**config.mk**
```make
export PLATFORM = sky130hd
export DESIGN_NAME = wb_trace_buffer
export DESIGN_NICKNAME = d
export VERILOG_FILES = /design/src/rtl/wb_trace_buffer.sv
export SDC_FILE = /design/constraint.sdc
export NUM_CORES = 1
export LEC_CHECK = 0
export ABC_CLOCK_PERIOD_IN_PS = 17200
export BUFFER_PORTS_ARGS = -buffer_cell sky130_fd_sc_hd__buf_4
export CAP_MARGIN = 20
export CORE_UTILIZATION = 35
export DETAILED_ROUTE_END_ITERATION = 12
export GPL_ROUTABILITY_DRIVEN = 0
export GPL_TIMING_DRIVEN = 1
export PLACE_DENSITY = 0.47
export SLEW_MARGIN = 20
export SYNTH_ARGS = -nofsm -noshare
export SYNTH_HDL_FRONTEND = slang
export SYNTH_SLANG_ARGS = --single-unit
```
**constraint.sdc**
```tcl
create_clock -name Clk -period 17.2 [get_ports Clk]
set_input_delay 0.86 -clock Clk [delete_from_list [all_inputs] [get_ports Clk]]
set_output_delay 0.86 -clock Clk [all_outputs]
set_load 0.05 [all_outputs]
```
**src/rtl/wb_trace_buffer.sv**
```systemverilog
// Write-back trace capture: one {PC, data} record per register-file write, held in a FWFT FIFO.
// Optional WB_TRACE_TIMESTAMP_EN adds a free-running cycle stamp to every record (OutStamp port).
module wb_trace_buffer #(
    parameter int DEPTH  = 16,
    parameter int ADDR_W = 4,
    parameter int DATA_W = 32
) (
    input  logic              Clk,
    input  logic              Reset,
    input  logic [DATA_W-1:0] WriteData,
    input  logic [DATA_W-1:0] ProgramCount,
    input  logic              RegWriteCommand,
    input  logic              Freeze,
    input  logic              OutReady,
    output logic              OutValid,
    output logic [DATA_W-1:0] OutPC,
    output logic [DATA_W-1:0] OutData,
    output logic [ADDR_W:0]   Count,
    output logic              Overflow,
    output logic [15:0]       DropCount
`ifdef WB_TRACE_TIMESTAMP_EN
    ,
    output logic [31:0]       OutStamp
`endif
);

    localparam logic [ADDR_W:0] FULL_COUNT = (ADDR_W+1)'(DEPTH);
    localparam logic [ADDR_W:0] ONE_COUNT  = (ADDR_W+1)'(1);

    logic [DATA_W-1:0] memPC   [DEPTH];
    logic [DATA_W-1:0] memData [DEPTH];
    logic [ADDR_W-1:0] wrPtr;
    logic [ADDR_W-1:0] rdPtr;
    logic              full;
    logic              push;
    logic              pop;
    logic              doWrite;
    logic              drop;

    assign full     = (Count == FULL_COUNT);
    assign OutValid = (Count != '0);
    assign push     = RegWriteCommand & ~Freeze;
    assign pop      = OutValid & OutReady;
    // A pop in the same cycle frees the slot, so a full buffer still accepts the push.
    assign doWrite  = push & (~full | pop);
    assign drop     = push & full & ~pop;

    assign OutPC   = OutValid ? memPC[rdPtr]   : '0;
    assign OutData = OutValid ? memData[rdPtr] : '0;

    // Storage is deliberately left uncleared by Reset.
    always_ff @(posedge Clk) begin
        if (doWrite && !Reset) begin
            memPC[wrPtr]   <= ProgramCount;
            memData[wrPtr] <= WriteData;
        end
    end

    always_ff @(posedge Clk) begin
        if (Reset) begin
            wrPtr     <= '0;
            rdPtr     <= '0;
            Count     <= '0;
            Overflow  <= 1'b0;
            DropCount <= '0;
        end else begin
            if (doWrite) wrPtr <= wrPtr + 1'b1;
            if (pop)     rdPtr <= rdPtr + 1'b1;
            case ({doWrite, pop})
                2'b10:   Count <= Count + ONE_COUNT;
                2'b01:   Count <= Count - ONE_COUNT;
                default: Count <= Count;
            endcase
            if (drop) begin
                Overflow <= 1'b1;
                if (DropCount != 16'hFFFF) DropCount <= DropCount + 16'd1;
            end
        end
    end

`ifdef WB_TRACE_TIMESTAMP_EN
    logic [31:0] cycleCount;
    logic [31:0] memStamp [DEPTH];

    always_ff @(posedge Clk) begin
        if (Reset) cycleCount <= '0;
        else       cycleCount <= cycleCount + 32'd1;
    end

    always_ff @(posedge Clk) begin
        if (doWrite && !Reset) memStamp[wrPtr] <= cycleCount;
    end

    assign OutStamp = OutValid ? memStamp[rdPtr] : '0;
`endif

endmodule
```
==> metrics.txt <==
Critical Path Max Stage Delay=0.90 ns; worst hold endpoint=memData[6][7]$_DFFE_PP_; Starting Density=35.45%; 1st-iter DRT viols=1,376; CTS-repair resized insts=0; area of the multi-input gates=8833 um2; Final Max Slew Viols=0; adder-cell area share of the yosys netlist=0.2456%; post-synthesis simple-gate area fraction=2.373%; FF-to-FF End=memData[11][14]$_DFFE_PP_; Setup CP Type=register to output pin; FILL cells=9,923; crit path cell chain=buf_12, buf_4, buf_4, mux4_1, mux4_2, and2_1, buf_4; worst-skew pair later-pin latency=0.71 ns; met3 wire length=4.581 mm; DR DRC count=0; r2r startpoint=Count[1]$_SDFFE_PP0P_; most used cell, CP=buf_4; drt total wl=98.10 mm; syn nets=1,783; Nets=2,011; Pwr Density=150.5 nW/um2; RSZ-0062 raised after global routing=false; largest family of logic cells by synthesized area=multiplexers; critical path's top delay family=buffers and inverters; Netlist cell types=47; largest cells by area after synthesis=edfxtp_1 (75%), mux4_2 (17%), dfxtp_1 (1.7%), and2_1 (1.0%), mux4_1 (0.97%); Final Hold Violating Endpoints=0; via count=18.40k; Worst Min Path Start=WriteData[7]; R2R depth=6; Setup crit end kind=output pin; die area=117,800 um2; buffer count from post-CTS setup fixing=0; commonest non-fill, non-tap cell in the layout=edfxtp_1; critical path launch point type=register; DR vias/cell=5.191; Tot Pwr=0.007156 W; initial antenna violation count=11; Area after DPL=43,710 um2; period utilization=37.19%; CTS H-tree lvls=3; P_leak=14.66 nW; Die Wd=343.2 um; slew margin rel.=26.44%; Avg Inst Size Synth=23.89 um2; CTS Buffer Depth=3; sequential-to-total area share from yosys stat=77.12%; Clock Tree Root=clkbuf_16; fraction of synthesized area in multiplexers=17.97%; most common flop cell mapped by yosys=edfxtp_1; pin count of the biggest net entering global routing=108; Final ANT Viol Nets=0; Post-Route M1 WL=42.57 mm; Die Ht=343.2 um; post-route minimum period=6.397 ns; Area Growth Syn to Fin=16.66%; CTS Buf Count=113; CTS clk-pin slew, worst paths=0.06 ns; number of placement rows=124; synth warn=0; DR WL/cell=27.68 um; status=finished clean; Worst-Margin Slew=1.103 ns; Post-CTS Hold Fix Bufs=0; post-route setup TNS=0 ns; Tightest Hold Check Type=input pin to register; area leader, netlist=edfxtp_1; Core Util, Final=41.36%; Post-Synth XOR/XNOR Area=0.4513%; CTS tree=built; FMAX=0.1563 GHz; hpwl dp=48.59 mm; Synth Instances=1,706; clk sink count=1,058; worst path bufs/invs=4; Global Route Usage Sum=16.92%; Clock Skews=0.03385 ns; Max VDD drop=0.1095 mV; hold depth=1; Compound-Gate Fraction of Synth Area=0.3623%; Top Metal Used=met5; Met2 Wirelength=49.19 mm; worst-path fanout max=107; CP required=16.34 ns; Design Area, Final=47,550 um2; top-area cell type share of the netlist area=75.45%; #FFs+latches synth=1,058; # IOs=156; Max-Cap Viols=0; GR Overflow Total=0; core area=115,000 um2; most frequent cells in the layout=edfxtp_1 (1,024), mux4_2 (305), buf_4 (196); Post-Syn Area=40,760 um2; first-pass GRT wire length=142.4 mm; final setup vio count=0; Sequential Area=31,450 um2; worst reg2reg setup slack=13.37 ns; critical path arrival=5.54 ns; Slowest-stage cell, CP=buf_4; Post-synth EDFFs=1,024; share of cells above drive strength 1=34.47%; number of global-route vias before repair=19.86k; Pre-antenna DRT Iters=7; Async S/R FF share, synth=0%; I/O Buffers=155
worst max path at each step:
| stage | from | end | slack (ns) | depth (start not counted) |
|---|---|---|---|---|
| floorplan | RegWriteCommand | memData[3][0]$_DFFE_PP_ | 10.37 | 5 |
| global placement | register | OutData[18] | 11.31 | 7 |
| detailed placement | register | OutData[18] | 11.27 | 7 |
| CTS | register | OutData[18] | 10.50 | 7 |
| global route | register | OutData[18] | 10.23 | 7 |
| finish | register | OutData[18] | 10.80 | 7 |
report_power, final:
part	switching [W]	internal [W]
logic	0.00108	0.000702
registers	0.0000396	0.00285
clock network	0.00102	0.00147
Yosys cell counts (all sizes together) (2+ instances only):
cell type  instances
o21ai              6
and3               3
xnor2              8
and2              65
nand2             17
edfxtp          1024
dfxtp             34
nor2              47
mux2i              5
mux4             320
xor2              13
nand3             10
nor2b              3
ha                 8
nor4               7
o211ai             5
nand4              4
a21oi              4
buf               51
or4                3
or2b               3
or3                2
clkbuf            35
inv                9
nand2b             2
nor3               9
per-stage QoR:
step	hold slack [ns]	worst slack [ns]	instances
after floorplan	0.4591	10.37	1706
after global placement	0.4616	11.31	3330
after detailed placement	0.4781	11.27	3330
after CTS	0.4034	10.50	3542
after global routing	0.4338	10.23	3544
final	0.4495	10.80	3544
cell type report:
type / count / area share [%]
clock inverters: 77 / 1.863
repair buffers: 199 / 3.202
flip-flops and latches: 1058 / 66.13
inverters: 9 / 0.07368
well taps: 1512 / 3.979
clock buffers: 135 / 6.165
multi-input cells: 553 / 18.58
diodes: 1 / 0.005263
sequential cells by signal (all words and copies together), names as in the netlist, named ones only:
name / cells
rdPtr: 4
memPC: 512
Count: 5
DropCount: 16
memData: 512
Overflow: 1
wrPtr: 4
logic make-up (layout without fill, tap and decap cells):
group,Yosys count,in the layout
xor+xnor,21,21
mux,326,326
flops,1058,1058
other cells,0,1
compound gates,21,21
fa+ha+maj,8,8
buf+inv,95,420
simple gates,177,177
metal layers:
metal	vias to the layer above	track usage (%)
met5	-	0
met4	12	4.222
met3	129	3.106
met2	403	28.52
met1	10120	22.68
li1	7729	-
worst register-to-register path, stage by stage (launching register included):
cell     delay [ns]
dfxtp_1        0.47
nor4_1         0.11
a21oi_1        0.47
nor2b_1        0.34
nand2_1        0.28
nor2_4         0.81
buf_4          0.93
Note: power is estimated with default switching activity, not from simulation.
